File: config.mk
export PLATFORM = sky130hd
export DESIGN_NAME = seg_scan_driver
export DESIGN_NICKNAME = d
export VERILOG_FILES = /design/src/rtl/seg_pkg.sv /design/src/rtl/seg_bcd_decode.sv /design/src/rtl/seg_scan_driver.sv
export SDC_FILE = /design/constraint.sdc
export NUM_CORES = 1
export LEC_CHECK = 0
export CAP_MARGIN = 5
export CORE_MARGIN = 4
export CORE_UTILIZATION = 50
export CTS_BUF_LIST = sky130_fd_sc_hd__clkbuf_8
export DETAILED_ROUTE_END_ITERATION = 8
export PLACE_DENSITY_LB_ADDON = 0.2
export REMOVE_ABC_BUFFERS = 1
export SLEW_MARGIN = 5
export SYNTH_ARGS = -nofsm -noshare
export SYNTH_HDL_FRONTEND = slang
export SYNTH_SLANG_ARGS = --single-unit
File: constraint.sdc
create_clock -name clk -period 2.4 [get_ports clk]
set_clock_uncertainty 0.15 [all_clocks]
set_input_delay 0.48 -clock clk [delete_from_list [all_inputs] [get_ports clk]]
set_output_delay 0.48 -clock clk [all_outputs]
set_load 0.02 [all_outputs]
File: src/rtl/seg_pkg.sv
// Shared constants for the 7-segment scan driver.
// Segment order is {a,b,c,d,e,f,g}; codes 10..15 are blank.
package seg_pkg;

    localparam int DIGIT_W = 4;

    localparam logic [6:0] SEG_BLANK = 7'h00;

    localparam logic [6:0] SEG_0 = 7'h7E;
    localparam logic [6:0] SEG_1 = 7'h30;
    localparam logic [6:0] SEG_2 = 7'h6D;
    localparam logic [6:0] SEG_3 = 7'h79;
    localparam logic [6:0] SEG_4 = 7'h33;
    localparam logic [6:0] SEG_5 = 7'h5B;
    localparam logic [6:0] SEG_6 = 7'h5F;
    localparam logic [6:0] SEG_7 = 7'h70;
    localparam logic [6:0] SEG_8 = 7'h7F;
    localparam logic [6:0] SEG_9 = 7'h7B;

endpackage

File: src/rtl/seg_bcd_decode.sv
// Combinational BCD to a..g segment lookup.
// Non-decimal codes decode to a dark digit.
module seg_bcd_decode
    import seg_pkg::*;
(
    input  logic [DIGIT_W-1:0] bcd,
    output logic [6:0]         seg
);

    // Table lookup; anything above 9 stays blank.
    always_comb begin
        seg = SEG_BLANK;
        case (bcd)
            4'd0:    seg = SEG_0;
            4'd1:    seg = SEG_1;
            4'd2:    seg = SEG_2;
            4'd3:    seg = SEG_3;
            4'd4:    seg = SEG_4;
            4'd5:    seg = SEG_5;
            4'd6:    seg = SEG_6;
            4'd7:    seg = SEG_7;
            4'd8:    seg = SEG_8;
            4'd9:    seg = SEG_9;
            default: seg = SEG_BLANK;
        endcase
    end

endmodule

File: src/rtl/seg_scan_driver.sv
// Multiplexed multi-digit 7-segment scan driver with frame-synchronous update.
// Define SEG_LZ_BLANK_EN to blank leading zero digits (digit 0 never blanked).
module seg_scan_driver
    import seg_pkg::*;
#(
    parameter int NUM_DIGITS  = 4,
    parameter int REFRESH_DIV = 1000,
    parameter bit ACTIVE_LOW  = 1'b0
) (
    input  logic                          clk,
    input  logic                          rst_n,
    input  logic                          en,
    input  logic                          upd_valid,
    output logic                          upd_ready,
    input  logic [DIGIT_W*NUM_DIGITS-1:0] upd_data,
    output logic [6:0]                    seg_o,
    output logic [NUM_DIGITS-1:0]         an_o,
    output logic                          frame_o
);

    localparam int DATA_W = DIGIT_W * NUM_DIGITS;
    localparam int IDX_W  = $clog2(NUM_DIGITS);
    localparam int DIV_W  = $clog2(REFRESH_DIV);

    localparam logic [IDX_W-1:0] IDX_LAST = IDX_W'(NUM_DIGITS - 1);
    localparam logic [DIV_W-1:0] DIV_LAST = DIV_W'(REFRESH_DIV - 1);

    logic [DIV_W-1:0]      div_cnt;
    logic [IDX_W-1:0]      idx;
    logic [DATA_W-1:0]     disp;
    logic [DATA_W-1:0]     pending;
    logic                  pending_full;
    logic                  frame_q;
    logic [6:0]            seg_q;
    logic [NUM_DIGITS-1:0] an_q;

    logic                  slot_end;
    logic                  frame_end;
    logic                  commit;
    logic                  xfer;
    logic [DIGIT_W-1:0]    cur_digit;
    logic [6:0]            dec_seg;
    logic [6:0]            seg_next;
    logic [NUM_DIGITS-1:0] an_next;

    assign slot_end  = en && (div_cnt == DIV_LAST);
    assign frame_end = slot_end && (idx == IDX_LAST);
    assign commit    = frame_end && pending_full;
    assign upd_ready = ~pending_full;
    assign xfer      = upd_valid && upd_ready;

    // Slot timer and digit pointer; both freeze while en is low.
    always_ff @(posedge clk or negedge rst_n) begin
        if (!rst_n) begin
            div_cnt <= '0;
            idx     <= '0;
        end else if (en) begin
            if (slot_end) begin
                div_cnt <= '0;
                idx     <= (idx == IDX_LAST) ? '0 : idx + 1'b1;
            end else begin
                div_cnt <= div_cnt + 1'b1;
            end
        end
    end

    // Double buffer: accept into pending, swap into disp on a frame edge.
    // A word taken on the frame edge itself waits for the next edge,
    // because pending_full was still clear when that edge was evaluated.
    always_ff @(posedge clk or negedge rst_n) begin
        if (!rst_n) begin
            disp         <= '0;
            pending      <= '0;
            pending_full <= 1'b0;
            frame_q      <= 1'b0;
        end else begin
            frame_q <= commit;
            if (commit) begin
                disp         <= pending;
                pending_full <= 1'b0;
            end
            if (xfer) begin
                pending      <= upd_data;
                pending_full <= 1'b1;
            end
        end
    end

    assign cur_digit = disp[int'(idx)*DIGIT_W +: DIGIT_W];

    seg_bcd_decode u_dec (
        .bcd (cur_digit),
        .seg (dec_seg)
    );

`ifdef SEG_LZ_BLANK_EN
    logic [DATA_W-1:0] upper;
    logic              lz_blank;

    // Digit idx and everything above it, shifted down to bit 0.
    assign upper    = disp >> (int'(idx) * DIGIT_W);
    assign lz_blank = (idx != '0) && (upper == '0);
    assign seg_next = lz_blank ? SEG_BLANK : dec_seg;
`else
    assign seg_next = dec_seg;
`endif

    // One-hot anode select for the current digit.
    always_comb begin
        an_next = '0;
        for (int k = 0; k < NUM_DIGITS; k++) begin
            an_next[k] = (idx == IDX_W'(k));
        end
    end

    // Registered drive; dark while scanning is disabled.
    always_ff @(posedge clk or negedge rst_n) begin
        if (!rst_n) begin
            seg_q <= '0;
            an_q  <= '0;
        end else if (!en) begin
            seg_q <= '0;
            an_q  <= '0;
        end else begin
            seg_q <= seg_next;
            an_q  <= an_next;
        end
    end

    assign seg_o   = seg_q ^ {7{ACTIVE_LOW}};
    assign an_o    = an_q ^ {NUM_DIGITS{ACTIVE_LOW}};
    assign frame_o = frame_q;

endmodule
# [Word-level counts from Yosys, hierarchy flattened]
# Memories as Yosys holds them, arrays and structs flattened.
# Index checks and enable logic that the tools add are counted.
[totals] register_bits=57 mem_count=1 romBits=112 word_cells=30
[memory_table] name="(no name shown)" words=16 width=7 read_ports=1 rd_ports_with_merged_regs=0 wr=0 line_no="seg_bcd_decode.sv:13" rtl="case (bcd)"
[op_classes] n_mux=6 bitwise_logic=1 n_shift=1 reduce_logical=7 n_eq_ne=4 n_addsub=2
[op_table] operator="16-bit by 5-bit indexed part select with 4-bit output" n=1
[op_table] operator="10-bit by 1-bit adder with 10-bit output (second input constant)" n=1
[op_table] operator="10-bit == test (second input constant)" n=1
[op_table] operator="10-bit two-way mux" n=1
[op_table] operator="7-bit two-way mux" n=1
[op_table] operator="2-bit == test (second input constant)" n=2
[op_table] operator="1-bit logical AND" n=4
[op_table] operator="4-bit two-way mux" n=1
[op_table] operator="2-bit by 1-bit adder with 2-bit output (second input constant)" n=1
[op_table] operator="2-bit by 1-bit == test with 1-bit output (second input constant)" n=1
[op_table] operator="2-bit zero test" n=1
[op_table] operator="1-bit two-way mux" n=2
[op_table] operator="2-bit two-way mux" n=1
[op_table] operator="2-bit AND reduction" n=1
[op_table] operator="2-bit nonzero test" n=1
[op_table] operator="1-bit inverter" n=1

# [Logic depth before layout (Yosys ltp)]
# Gate-level depths: netlist (run 1).
[logic_depth] ltp_word=6 ltp_mapped=8

# [Cells and area by module]
# Synthesis (run 1) repeated with hierarchy kept, for this count alone.
[hier_totals] hier_cells=196 hier_area_um2=2626.3
[modules_own_cells] mod="seg_scan_driver" cells_each=168 n_inst=1 area_each_um2=2407.3
[modules_own_cells] mod="seg_bcd_decode" cells_each=28 n_inst=1 area_each_um2=219.0

# [Least setup slack after synthesis (run 1)]
# OpenSTA, ideal clock, no wires.
[synth_path] kind="input -> register" from="in en" to="reg disp[10]" arrival_time_ns=1.654 required_time_ns=2.123 path_stages=7 path_slack_ns=0.468 setup_time_ns=0.127 path_buffers=3 path_cell_list="buf_4 -> nand4_2 -> nor3_2 -> and3_1 -> buf_4 -> buf_6 -> mux2_1"
[synth_between] elab_chain_len=3
[synth_rtl] element="start: declaration" line_no="seg_scan_driver.sv:12" rtl="input logic en,"
[synth_rtl] element="1-bit logical AND" line_no="seg_scan_driver.sv:46" rtl="assign slot_end = en && (div_cnt == DIV_LAST);"
[synth_rtl] element="1-bit logical AND" line_no="seg_scan_driver.sv:47" rtl="assign frame_end = slot_end && (idx == IDX_LAST);"
[synth_rtl] element="1-bit logical AND" line_no="seg_scan_driver.sv:48" rtl="assign commit = frame_end && pending_full;"
[synth_rtl] element="named net commit" line_no="seg_scan_driver.sv:39" rtl="logic commit;"
[synth_rtl] element="end signal: assignment" line_no="seg_scan_driver.sv:79" rtl="disp <= pending;"
[synth_rtl] element="end: declaration" line_no="seg_scan_driver.sv:30" rtl="logic [DATA_W-1:0] disp;"
# The timed path passes the listed nets, and every way through them passes these cells.
# A chain may end at the register's enable or synchronous reset.

# [Worst setup path after layout (run 1)]
[layout_path] from="reg idx[0]" to="reg seg_q[4] (netlist: seg_o[4])"
[layout_between] elab_chain_len=3
[layout_rtl] element="start: declaration" line_no="seg_scan_driver.sv:29" rtl="logic [IDX_W-1:0] idx;"
[layout_rtl] element="start signal: assignment" line_no="seg_scan_driver.sv:60" rtl="idx <= (idx == IDX_LAST) ? '0 : idx + 1'b1;"
[layout_rtl] element="16-bit by 5-bit indexed part select with 4-bit output" line_no="seg_scan_driver.sv:89" rtl="assign cur_digit = disp[int'(idx)*DIGIT_W +: DIGIT_W];"
[layout_rtl] element="memory 16 x 7 bit"
[layout_rtl] element="7-bit two-way mux" line_no="seg_scan_driver.sv:121" rtl="end else if (!en) begin"
[layout_rtl] element="end signal: assignment" line_no="seg_scan_driver.sv:125" rtl="seg_q <= seg_next;"
[layout_rtl] element="end: declaration" line_no="seg_scan_driver.sv:34" rtl="logic [6:0] seg_q;"
# Every way passes these cells.

==> metrics, run 1 <==
status=finished, final reports clean; row count=25; TritonCTS clock tree=yes; #FFs+latches synth=57; Final Setup Violations=0; layout net count=269; crit path capture type=register; Distinct cells, synth=36; crit path from=idx[0]; cell-by-cell trace of the critical path=mux4_2 > inv_1 > ha_1 > inv_1 > nor2_1 > a2bb2oi_1 > nor2b_1; Die Height=79.8 µm; GRT Overall Usage=15.9%; Post-Syn Area=2580 µm²; count of input and output buffers=32; Critical Path Most Common Cell=inv_1; total setup buffers inserted after CTS=0; die area=6370 µm²; max_cap viols=0; initial DRC count=61; placed cells=295; Routed Antenna Nets=0; routability cong.=0.793; CP required=2.47 ns; Peak Freq=478 MHz; Slew @ Worst Pin=0.602 ns; ant diodes=0; Max Slew Vio Count=0; CTS H-tree depth=3; syn_area_per_cell=12.9 µm²; CTS Buf Count=9; final critical-path share of the clock period=87.1%; layout cell share with drive strength beyond 1=22.5%; register area share after synthesis=55.3%; DRC viols=0; min Tclk post-route=2.09 ns; total grt overflow=0; CP max stage delay=0.62 ns; via count=1542; Die X=79.8 µm; Max stage delay cell, worst path=mux4_2; pwr dens=682 nW/µm²; Worst R2R Setup Slack=0.31 ns; initial antenna violation count=0; CTS max path bufs=2; TritonRoute pass-1 iters=4; Min-Delay Path Class=input pin to asynchronous set/reset pin; Detailed Place HPWL=2980 µm; VDD IR max=0.446 mV; Clock Latency Late Sink=0.33 ns; number of cells on the worst reg-to-reg path=7; first-pass GRT wire length=7510 µm; vias in the first global route=1589; Hold Buf Count CTS=0; worst endpoint data arrival time=2.16 ns; CP max FO=8; yosys warns=0; Layout area overhead=22.2%; WL per Instance=13.6 µm; Final Hold Vio Count=0; static leakage=1.47 nW; Ports=33; Worst Path Class, Setup=register to register; clk root buf=clkbuf_8; Vias/cell=4.96; most frequent cells in the layout=dfrtp_1, clkdlybuf4s50_1, mux2_2, inv_1; most common cell after layout, fill and taps aside=dfrtp_1; Worst slew margin=59.9%; Reg clk slew, reported paths=0.06 ns; effective utilization at floorplan=53.2%; RSZ-0062 raised after global routing=no; pin count of the biggest net entering global routing=33; Startpoint Class=register; r2r startpoint=idx[0]; drt total wl=4240 µm; CTS Sinks=57; R2R Path End=seg_o[4]; post-CTS sizing=0; Cells after Synth=200; Hold WS=0.00592 ns; non-filler cells, final=311; core area=4850 µm²
[where the power goes]
group | internal (mW) | switching [mW]
logic | 0.133 | 0.106
clock network | 0.417 | 0.363
registers | 1.05 | 0.0744
total | 1.60 | 0.544
[worst max-delay path by stage]
| stage | endpoint | cells after the start |
|---|---|---|
| global route | seg_o[2] | 7 |
| global placement | disp[4] | 6 |
| detailed placement | disp[4] | 6 |
| finish | seg_o[4] | 7 |
| floorplan | disp[0] | 5 |
| CTS | seg_o[4] | 7 |
[layout make-up]
| cell class | count | area, µm² |
|---|---|---|
| multi-input combinational | 122 | 1040 |
| clock inverter | 5 | 22.5 |
| timing repair buffer | 38 | 385 |
| fill | 389 | 1700 |
| inverter | 11 | 41.3 |
| sequential | 57 | 1430 |
| clock buffer | 11 | 151 |
| tap | 67 | 83.8 |
[cells by family (layout without fill, tap and decap cells)]
kind of cell | Yosys count | count (layout) | synth area share (%)
flops | 57 | 57 | 55.3
buf+inv | 21 | 65 | 4.37
mux | 42 | 42 | 19.9
simple gates | 46 | 46 | 9.76
xor+xnor | 5 | 5 | 1.70
fa+ha+maj | 10 | 10 | 4.85
compound gates | 19 | 19 | 4.08
[worst max-delay path: cells and delay by family, from the launching register on]
kind                     cells  cell delay (ns)
multiplexers                 1             0.62
flip-flops                   1             0.57
buffers and inverters        2             0.17
AO/OA/AOI/OAI                1             0.16
adder cells (fa/ha/maj)      1             0.15
AND/OR/NAND/NOR              2             0.15
[cell usage after synthesis]
library cell	n	area share, %
dfrtp_1	57	55
o21ai_1	3	0.58
o22ai_1	1	0.24
o21ai_0	5	0.97
and2_1	5	1.2
xnor2_1	2	0.68
and3_1	1	0.24
nand4_2	1	0.49
a21oi_1	7	1.4
nor3_1	1	0.19
mux4_2	4	3.5
and4_1	1	0.34
a2bb2oi_1	1	0.34
xor2_1	3	1.0
o21bai_1	1	0.29
or2_2	1	0.24
inv_1	11	1.6
o21a_1	1	0.29
nand4_1	2	0.49
mux2i_1	4	1.6
nor3_2	1	0.39
clkbuf_1	2	0.29
nand3_1	4	0.78
nand2b_1	1	0.24
nor2b_1	5	1.2
ha_1	10	4.9
buf_6	3	1.3
or3_1	2	0.49
nor2_1	11	1.6
nand4bb_1	1	0.44
mux2_1	8	3.5
nor2_2	1	0.24
buf_2	3	0.58
nand2_1	8	1.2
mux2_2	26	11
buf_4	2	0.58
[stage by stage]
step | utilization [%] | area (µm²) | total power [mW] | setup TNS, ns | setup WS [ns]
6_report | 65.0 | 3150 | 2.15 | 0 | 0.309
5_1_grt | 65.0 | 3150 | 2.26 | 0 | 0.143
4_1_cts | 65.0 | 3150 | 2.17 | 0 | 0.280
3_5_place_dp | 61.4 | 2980 | 1.38 | -0.00419 | -0.00419
3_3_place_gp | 61.4 | 2980 | 1.38 | -0.0267 | -0.00725
2_1_floorplan | - | 2510 | 1.27 | 0 | 0.102
[flip-flops by register name (all words and copies together), names as in the netlist]
name and count:
an_o 4, disp 16, div_cnt 10, frame_o 1, idx 2, pending 16, pending_full 1, seg_o 7
[metal layers]
layer | vias to the layer above | share of wire [%] | GRT usage [%]
met1 | 740 | 46 | 20.2
met3 | 7 | 5.3 | 5.53
met5 | - | 0 | 0
li1 | 761 | - | -
met2 | 34 | 47 | 24.0
met4 | 0 | 1.9 | 8.11
(Power assumes the default switching activity.)
==> run 2: changes to the inputs <==
--- a/config.mk
+++ b/config.mk
@@ -6,6 +6,7 @@
 export NUM_CORES = 1
 export LEC_CHECK = 0
 export CAP_MARGIN = 5
+export CORE_ASPECT_RATIO = 0.75
 export CORE_MARGIN = 4
 export CORE_UTILIZATION = 50
 export CTS_BUF_LIST = sky130_fd_sc_hd__clkbuf_8
==> run 2 against run 1 <==
  * Cell area increased by 1.1%
  * Critical path depth unchanged
  * Register-to-register slack got worse by 0.04 ns
  * Routed wire length decreased by 0.92%
  * Flip-flop and latch count unchanged
  * Cell count decreased by 1.9%
  * First-iteration DRC count increased by 11%
  * Global-route usage decreased by 0.30 points
  * Clock-buffer cell count decreased by 2
  * Via count increased by 3.9%
  * Critical endpoint unchanged
  * Largest power group unchanged
  * Highest routed layer unchanged
==> metrics, run 2 (synthesis results as in run 1) <==
RSZ-0062 raised after global routing=no (unchanged); CP required=2.48 ns (was 2.47 ns); initial antenna violation count=0 (unchanged); # fillers=386 (was 389); vias in the first global route=1500 (was 1589); DRC viols=0 (unchanged); non-filler cells, final=305 (was 311); routability cong.=0.815 (was 0.793); Ports=33 (unchanged); count of input and output buffers=32 (unchanged); final critical-path share of the clock period=88.7% (was 87.1%); max_cap viols=0 (unchanged); min Tclk post-route=2.13 ns (was 2.09 ns); total grt overflow=0 (unchanged); Final Setup Violations=0 (unchanged); clk root buf=clkbuf_8 (unchanged); drt total wl=4200 µm (was 4240 µm); CTS Buf Count=9 (unchanged); Pwr Total=2.34 mW (was 2.15 mW); Util after Layout=64.6% (was 65.0%); VDD IR max=0.498 mV (was 0.446 mV); Routed Antenna Nets=0 (unchanged); most common cell after layout, fill and taps aside=dfrtp_1 (unchanged); initial DRC count=68 (was 61); Final Hold Vio Count=0 (unchanged); effective utilization at floorplan=52.3% (was 53.2%); Vias/cell=5.25 (was 4.96); GRT Overall Usage=15.6% (was 15.9%); TritonRoute pass-1 iters=4 (unchanged); Reg clk slew, reported paths=0.06 ns (about the same); Sum Neg Setup Slack=0 ns (unchanged); crit path capture type=register (unchanged); most frequent cells in the layout=dfrtp_1, clkdlybuf4s50_1, mux2_2, inv_1, nor2_1 (was dfrtp_1, clkdlybuf4s50_1, mux2_2, inv_1); Layout area overhead=23.5% (was 22.2%); Startpoint Class=register (unchanged); Die X=90.9 µm (was 79.8 µm); Clock Latency Late Sink=0.34 ns (was 0.33 ns); Worst slew margin=70.0% (was 59.9%); Die Height=70.2 µm (was 79.8 µm); WL per Instance=13.8 µm (was 13.6 µm); Hold Buf Count CTS=1 (was 0); biggest regs=disp x16, pending x16, div_cnt x10 (unchanged); Worst Path Class, Setup=register to register (unchanged); CP max FO=8 (unchanged); multi-input logic area=1040 µm² (unchanged); total setup buffers inserted after CTS=0 (unchanged); static leakage=1.47 nW (about the same); pin count of the biggest net entering global routing=22 (was 33); pwr dens=735 nW/µm² (was 682 nW/µm²); core area=4930 µm² (was 4850 µm²); Hold WS=0.328 ns (was 0.00592 ns); post-CTS sizing=0 (unchanged); row count=22 (was 25); Min-Delay Path Class=register to register (was input pin to asynchronous set/reset pin); TritonCTS clock tree=yes (unchanged); Detailed Place HPWL=3000 µm (was 2980 µm); CTS H-tree depth=3 (unchanged); placed cells=288 (was 295); worst endpoint data arrival time=2.21 ns (was 2.16 ns); CTS Sinks=57 (unchanged); Peak Freq=470 MHz (was 478 MHz); Slew @ Worst Pin=0.449 ns (was 0.602 ns); status=finished, final reports clean (unchanged); via count=1602 (was 1542); Sequential Area=1430 µm² (unchanged); first-pass GRT wire length=7530 µm (was 7510 µm); Max Slew Vio Count=0 (unchanged); CTS max path bufs=2 (unchanged); ant diodes=0 (unchanged); die area=6380 µm² (was 6370 µm²); layout cell share with drive strength beyond 1=23.3% (was 22.5%); layout net count=270 (was 269)
[run 2: cell count changes in the layout (fill, tap and decap cells not counted), sizes merged]
cell / previous run / this run
dlygate4sd3: 0 / 1
clkinvlp: 0 / 4
inv: 13 / 11
clkbuf: 11 / 9
bufinv: 0 / 2
clkinv: 3 / 1
[run 2: cell type report]
type,count,share of cell area (%)
clock inverters,7,2.99
multi-input cells,122,32.6
inverters,11,1.30
well taps,60,2.36
repair buffers,39,12.0
clock buffers,9,3.89
flip-flops and latches,57,44.8
[run 2: final timing paths]
kind	start	to	slack, ns	depth (start not counted)
max	idx[0]	seg_o[4]	0.27	7
min	disp[8]	disp[8]	0.33	1
max reg2reg	idx[0]	seg_o[4]	0.27	7
min reg2reg	disp[8]	disp[8]	0.33	1
max in group asynchronous	rst_n	idx[1]	1.02	3
min in group asynchronous	rst_n	pending[4]	0.46	2
[run 2: power breakdown]
group / internal, mW / switching, mW / leakage (nW)
Sequential: 1.05 / 0.0763 / 0.718
Clock: 0.581 / 0.387 / 0.0975
Combinational: 0.134 / 0.111 / 0.651
[run 2: metrics by stage]
| step | setup slack [ns] | area (µm²) |
|---|---|---|
| 2_1_floorplan | 0.102 | 2510 |
| 3_3_place_gp | 0.0966 | 2950 |
| 6_report | 0.270 | 3180 |
| 4_1_cts | 0.254 | 3180 |
| 5_1_grt | 0.0834 | 3180 |
| 3_5_place_dp | 0.0738 | 2950 |
[run 2: critical path, cell delays in order (launching register included)]
cell and delay [ns]:
dfrtp_1 0.56, mux4_2 0.61, inv_1 0.13, ha_1 0.15, inv_1 0.05, nor2_1 0.10
a2bb2oi_1 0.19, nor2b_1 0.07
[run 2: metal layers]
metal  up-vias  track usage (%)  wire length, µm  share of wire (%)
li1        767                -                -                  -
met1       788             22.0             2200                 52
met2        37             19.9             1650                 39
met3        10             7.00              255                6.1
met4         0             8.03               99                2.4
met5         -                0                0                  0
==> run 3: changes to the inputs <==
--- a/config.mk
+++ b/config.mk
@@ -8,10 +8,10 @@
 export CAP_MARGIN = 5
 export CORE_ASPECT_RATIO = 0.75
 export CORE_MARGIN = 4
-export CORE_UTILIZATION = 50
+export CORE_UTILIZATION = 45
 export CTS_BUF_LIST = sky130_fd_sc_hd__clkbuf_8
 export DETAILED_ROUTE_END_ITERATION = 8
-export PLACE_DENSITY_LB_ADDON = 0.2
+export PLACE_DENSITY = 0.74
 export REMOVE_ABC_BUFFERS = 1
 export SLEW_MARGIN = 5
 export SYNTH_ARGS = -nofsm -noshare
==> run 3 against run 2 <==
  * Critical endpoint is now seg_o[5]
  * Combinational power down 2%
  * The run now ends with negative hold slack left
  * Sequential power about the same
  * Fmax up 3.6%
  * Critical path depth down 2
  * Via count down 3.1%
  * Clock-buffer cell count up 2
  * Clock power down 9.7%
  * Total power down 4.2%
  * Flip-flop and latch count unchanged
  * Worst setup slack better by 0.075 ns
  * First-iteration DRC count down 24%
==> metrics, run 3 (synthesis results as in run 1) <==
status=finished, violations left (was finished, final reports clean); failing checks=negative hold slack; pin count of the biggest net entering global routing=32 (was 22); Die X=95.4 µm (was 90.9 µm); Die Height=73.5 µm (was 70.2 µm); layout cell share with drive strength beyond 1=22.6% (was 23.3%); Reg clk slew, reported paths=0.06 ns (about the same); CTS max path bufs=2 (unchanged); effective utilization at floorplan=47.4% (was 52.3%); cell-by-cell trace of the critical path=mux4_2 > inv_1 > ha_1 > a21oi_1 > o21a_1 (was mux4_2 > inv_1 > ha_1 > inv_1 > nor2_1 > a2bb2oi_1 > nor2b_1); Hold Buf Count CTS=0 (was 1); pwr dens=705 nW/µm² (was 735 nW/µm²); initial DRC count=52 (was 68); Peak Freq=487 MHz (was 470 MHz); Startpoint Class=register (unchanged); row count=23 (was 22); final critical-path share of the clock period=85.6% (was 88.7%); initial antenna violation count=0 (unchanged); die area=7010 µm² (was 6380 µm²); via count=1552 (was 1602); min Tclk post-route=2.05 ns (was 2.13 ns); Ports=33 (unchanged); Pwr Total=2.24 mW (was 2.34 mW); biggest regs=disp x16, pending x16, div_cnt x10 (unchanged); Final Hold Vio Count=1 (was 0); sw power=0.534 mW (was 0.575 mW); most common cell after layout, fill and taps aside=dfrtp_1 (unchanged); static leakage=1.48 nW (was 1.47 nW); RSZ-0062 raised after global routing=no (unchanged); post-CTS sizing=0 (unchanged); R2R Path End=seg_o[5] (was seg_o[4]); VDD IR max=0.449 mV (was 0.498 mV); number of cells on the worst reg-to-reg path=5 (was 7); Layout area overhead=23.4% (was 23.5%); Internal=1.71 mW (was 1.77 mW); Final Setup Violations=0 (unchanged); WL per Instance=13.2 µm (was 13.8 µm); ant diodes=0 (unchanged); power share of the combinational group=10.7% (was 10.5%); most frequent cells in the layout=dfrtp_1, clkdlybuf4s50_1, mux2_2, inv_1 (was dfrtp_1, clkdlybuf4s50_1, mux2_2, inv_1, nor2_1); TritonRoute pass-1 iters=4 (unchanged); count of input and output buffers=32 (unchanged); Max stage delay cell, worst path=mux4_2 (unchanged); worst endpoint data arrival time=2.17 ns (was 2.21 ns); clk root buf=clkbuf_8 (unchanged); Sw Share=23.8% (was 24.6%); Slew @ Worst Pin=0.595 ns (was 0.449 ns); total setup buffers inserted after CTS=0 (unchanged); worst slack at placement=0.0490 ns (was 0.0738 ns); Reg power frac=50.3% (was 48.2%); max_cap viols=0 (unchanged); Detailed Place HPWL=2990 µm (was 3000 µm); crit path capture type=register (unchanged); layout net count=269 (was 270); core area=5440 µm² (was 4930 µm²); Sum Neg Setup Slack=0 ns (unchanged); CP required=2.51 ns (was 2.48 ns); Worst Path Class, Setup=register to register (unchanged); clock power share=39.0% (was 41.4%); vias in the first global route=1583 (was 1500); Hold WS=-0.00285 ns (was 0.328 ns); first-pass GRT wire length=7650 µm (was 7530 µm); Worst R2R Setup Slack=0.35 ns (was 0.27 ns); Routed Antenna Nets=0 (unchanged); CTS Sinks=57 (unchanged); CTS Buf Count=9 (unchanged); TritonCTS clock tree=yes (unchanged); CTS H-tree depth=3 (unchanged); CP max FO=7 (was 8); CP max stage delay=0.64 ns (was 0.61 ns); Min-Delay Path Class=input pin to asynchronous set/reset pin (was register to register); Worst slew margin=60.3% (was 70.0%); worst setup margin=0.345 ns (was 0.270 ns); total grt overflow=0 (unchanged); r2r startpoint=idx[0] (unchanged); DRC viols=0 (unchanged); routability cong.=0.769 (was 0.815); drt total wl=4210 µm (was 4200 µm); GRT Overall Usage=14.8% (was 15.6%); Clock Latency Late Sink=0.33 ns (was 0.34 ns); Vias/cell=4.88 (was 5.25); Max Slew Vio Count=0 (unchanged)
run 3: critical path: cells and delay by family, from the launching register on:
family | cells | cell delay (ns)
AOI/OAI and AO/OA | 2 | 0.28
DFF | 1 | 0.53
muxes | 1 | 0.64
adders and majority gates | 1 | 0.26
buffers and inverters | 1 | 0.13
run 3: power groups by stage:
| stage | sequential [mW] | clock, mW | combinational (mW) |
|---|---|---|---|
| final | 1.13 | 0.874 | 0.240 |
| after global routing | 1.14 | 0.955 | 0.277 |
| after CTS | 1.13 | 0.901 | 0.244 |
| after detailed placement | 1.14 | 0 | 0.242 |
| after global placement | 1.14 | 0 | 0.234 |
| after floorplan | 1.13 | 0 | 0.144 |
run 3: layer usage:
layer / track usage, % / vias up / routed length (µm)
met4: 6.78 / 0 / 85
met3: 6.14 / 10 / 288
met5: 0 / - / 0
li1: - / 766 / -
met1: 20.0 / 739 / 2010
met2: 20.6 / 37 / 1830
run 3: final cells by class:
class                      instances  area, µm²
fill                             460       2260
sequential                        57       1430
multi-input combinational        122       1040
timing repair buffer              38        385
clock buffer                      11        151
tap                               75       93.8
clock inverter                     4       43.8
inverter                          11       41.3
run 3: how the worst max path moves through the flow:
stage / start / to / cells after the start
CTS: idx[0] / seg_o[5] / 5
floorplan: div_cnt[0] / disp[0] / 5
finish: idx[0] / seg_o[5] / 5
global placement: en / disp[0] / 6
detailed placement: en / disp[1] / 6
global route: idx[0] / seg_o[2] / 7
run 3: stage by stage:
stage | util [%] | cells | hold WS [ns] | area [µm²]
final | 58.5 | 318 | -0.00285 | 3180
after global routing | 58.5 | 318 | 0.0422 | 3180
after CTS | 58.5 | 318 | 0.0232 | 3180
after detailed placement | 54.9 | 303 | 0.324 | 2990
after global placement | 54.9 | 303 | 0.315 | 2990
after floorplan | - | 190 | 0.0344 | 2510
==> patch, RTL diff (settings of run 2) <==
The parameter `ACTIVE_LOW` goes from 1'b0 to 1'b1.
--- a/src/rtl/seg_scan_driver.sv
+++ b/src/rtl/seg_scan_driver.sv
@@ -5,7 +5,7 @@
 #(
     parameter int NUM_DIGITS  = 4,
     parameter int REFRESH_DIV = 1000,
-    parameter bit ACTIVE_LOW  = 1'b0
+    parameter bit ACTIVE_LOW  = 1'b1
 ) (
     input  logic                          clk,
     input  logic                          rst_n,
Formal check against the unedited RTL: not equivalent (Yosys sat finds a counterexample within 4 cycles, from zero or initial values and one cycle with rst_n low).
==> patch against run 2 <==
- routed wire length grew 1.9%
- register-to-register slack better by 0.07 ns
- via count decreased by 1.5%
- synthesized cell count grew 5.0%
- sequential cell count is the same
- area after synthesis grew 0.39%
- maximum frequency rose by 1.9%
- setup slack better by 0.040 ns
- combinational power is 8.6% lower
- first-iteration DRC count fell by 24%
- hold slack lost 0.19 ns
- design area shrank 0.16%
- total power shrank 6.3%
- critical endpoint is now disp[5]
==> patch: results (changes against run 2) <==
hold_path_class: "in2async"
vias: 1578  # -1.5%
p_leak_nw: 1.51  # +3.0%
ys_seq_area_share_pct: 55.1  # -0.21 points
r2r_setup_slack_ns: 0.34  # +0.07 ns
core_area_mm2: 0.00495  # +0.56%
crit_arrival_ns: 2.14  # -0.07 ns
diodes: 0  # unchanged
cts-resized-gates: 0  # unchanged
drive_above_1_share_pct: 20.7  # -2.6 points
relSlewSlack_pct: 53.8  # -16 points
grt_max_degree: 58  # +160%
synth-async-reset-ratio_pct: 100  # unchanged
synth_common_cells: "57 x dfrtp_1, 26 x mux2_2, 22 x inv_1"
status: "finished, final reports clean"
rr_worst_depth: 6  # -1
place_ws_ns: -0.00822  # -0.0820 ns
num-nets-final: 281  # +4.1%
yosys_warnings: 0  # unchanged
crit_path_max_fanout: 18  # +10
r2r_end: "disp[5]"
max_stage_delay_ns: 0.49  # -0.12 ns
grtUsageTotal_pct: 15.0  # -0.61 points
synth_enable_flop_cells: 0  # unchanged
antenna_found_initial: 0  # unchanged
post_cts_buffers: 0  # unchanged
wl_per_cell_um: 13.5  # -1.6%
grt_pass1_wl_um: 7520  # about the same
crit_family: "buffers and inverters"
port_buffers: 32  # unchanged
dr.pass1.iters: 4  # unchanged
h-tree-depth: 3  # unchanged
clkLatencyLatePin_ns: 0.32  # -0.02 ns
cts_root_buf: "clkbuf_8"
vdd_drop_max_v: 0.000419  # -16%
yosysUniqueCellTypes: 33  # -8.3%
gp_congestion: 0.777  # -4.7%
cts_buffers: 9  # unchanged
clkTransAtPathRegs_ns: 0.06  # about the same
cts_buffer_depth: 2  # unchanged
drt_iter0_drc: 52  # -24%
r2r_start: "div_cnt[0]"
synth_area_leaders: "dfrtp_1 55%, mux2_2 11%, ha_1 4.8%, mux2_1 3.5%, mux4_2 3.5%"
slowest_stage: "clkdlybuf4s50_1"
finalCritPeriodShare_pct: 87.1  # -1.7 points
reg.largest.list: "disp (16), pending (16), div_cnt (10)"
dp_hpwl_um: 3080  # +2.8%
post_dp_cell_area_mm2: 0.00299  # +1.2%
[patch: changes by cell type after synthesis, moves of 2 or more]
cell     change
xor2_1       -2
o21ai_0      +3
buf_6        -3
xnor2_1      +2
nor2_1       +6
inv_1       +11
o21ai_1      -3
[patch: final cells by class]
type,instances,area [µm²]
inverters,22,82.6
repair buffers,39,380
well taps,60,75.1
multi-input cells,122,1020
clock buffers,10,138
fillers,390,1780
flip-flops and latches,57,1430
clock inverters,6,51.3
[patch: worst reg2reg max path, cell delays in order, from the launching register on]
cell and delay, ns:
dfrtp_1 0.38, ha_1 0.22, nand3_2 0.14, nor4_2 0.28
and3_1 0.25, buf_12 0.17, mux2_2 0.35
[patch: logic make-up after synthesis]
family                     after synthesis  share of synthesized area, %
AOI/OAI and AO/OA                       19                          4.21
xor gates and xnor gates                 5                          1.69
adders and majority gates               10                          4.84
buffers and inverters                   31                          5.27
DFF                                     57                          55.1
muxes                                   42                          19.8
and+or+nand+nor                         46                          9.04
[patch: how the worst max path moves through the flow]
stage / start / end / cells after the start
6_report: en / disp[5] / 6
2_1_floorplan: div_cnt[0] / disp[0] / 5
3_3_place_gp: en / disp[4] / 6
4_1_cts: en / disp[5] / 6
5_1_grt: div_cnt[0] / disp[5] / 6
3_5_place_dp: en / disp[5] / 6
[patch: per-stage QoR]
stage	hold slack [ns]	util, %	setup TNS [ns]	std cells
4_1_cts	0.157	64.1	0	316
3_3_place_gp	0.317	60.3	0	300
5_1_grt	0.210	64.1	0	316
3_5_place_dp	0.326	60.3	-0.0151	300
6_report	0.137	64.1	0	316
2_1_floorplan	0.0344	-	-1.54	201
[patch: metal layers]
layer	up-vias	share of wire (%)	track usage, %
li1	787	-	-
met1	756	50	20.6
met2	30	45	21.9
met3	5	3.8	4.84
met4	0	0.86	6.02
met5	-	0	0
[patch: power breakdown]
group,internal (mW),switching [mW],total [mW]
Clock,0.492,0.336,0.828
Combinational,0.124,0.0999,0.224
Sequential,1.05,0.0900,1.14
Total,1.67,0.526,2.19
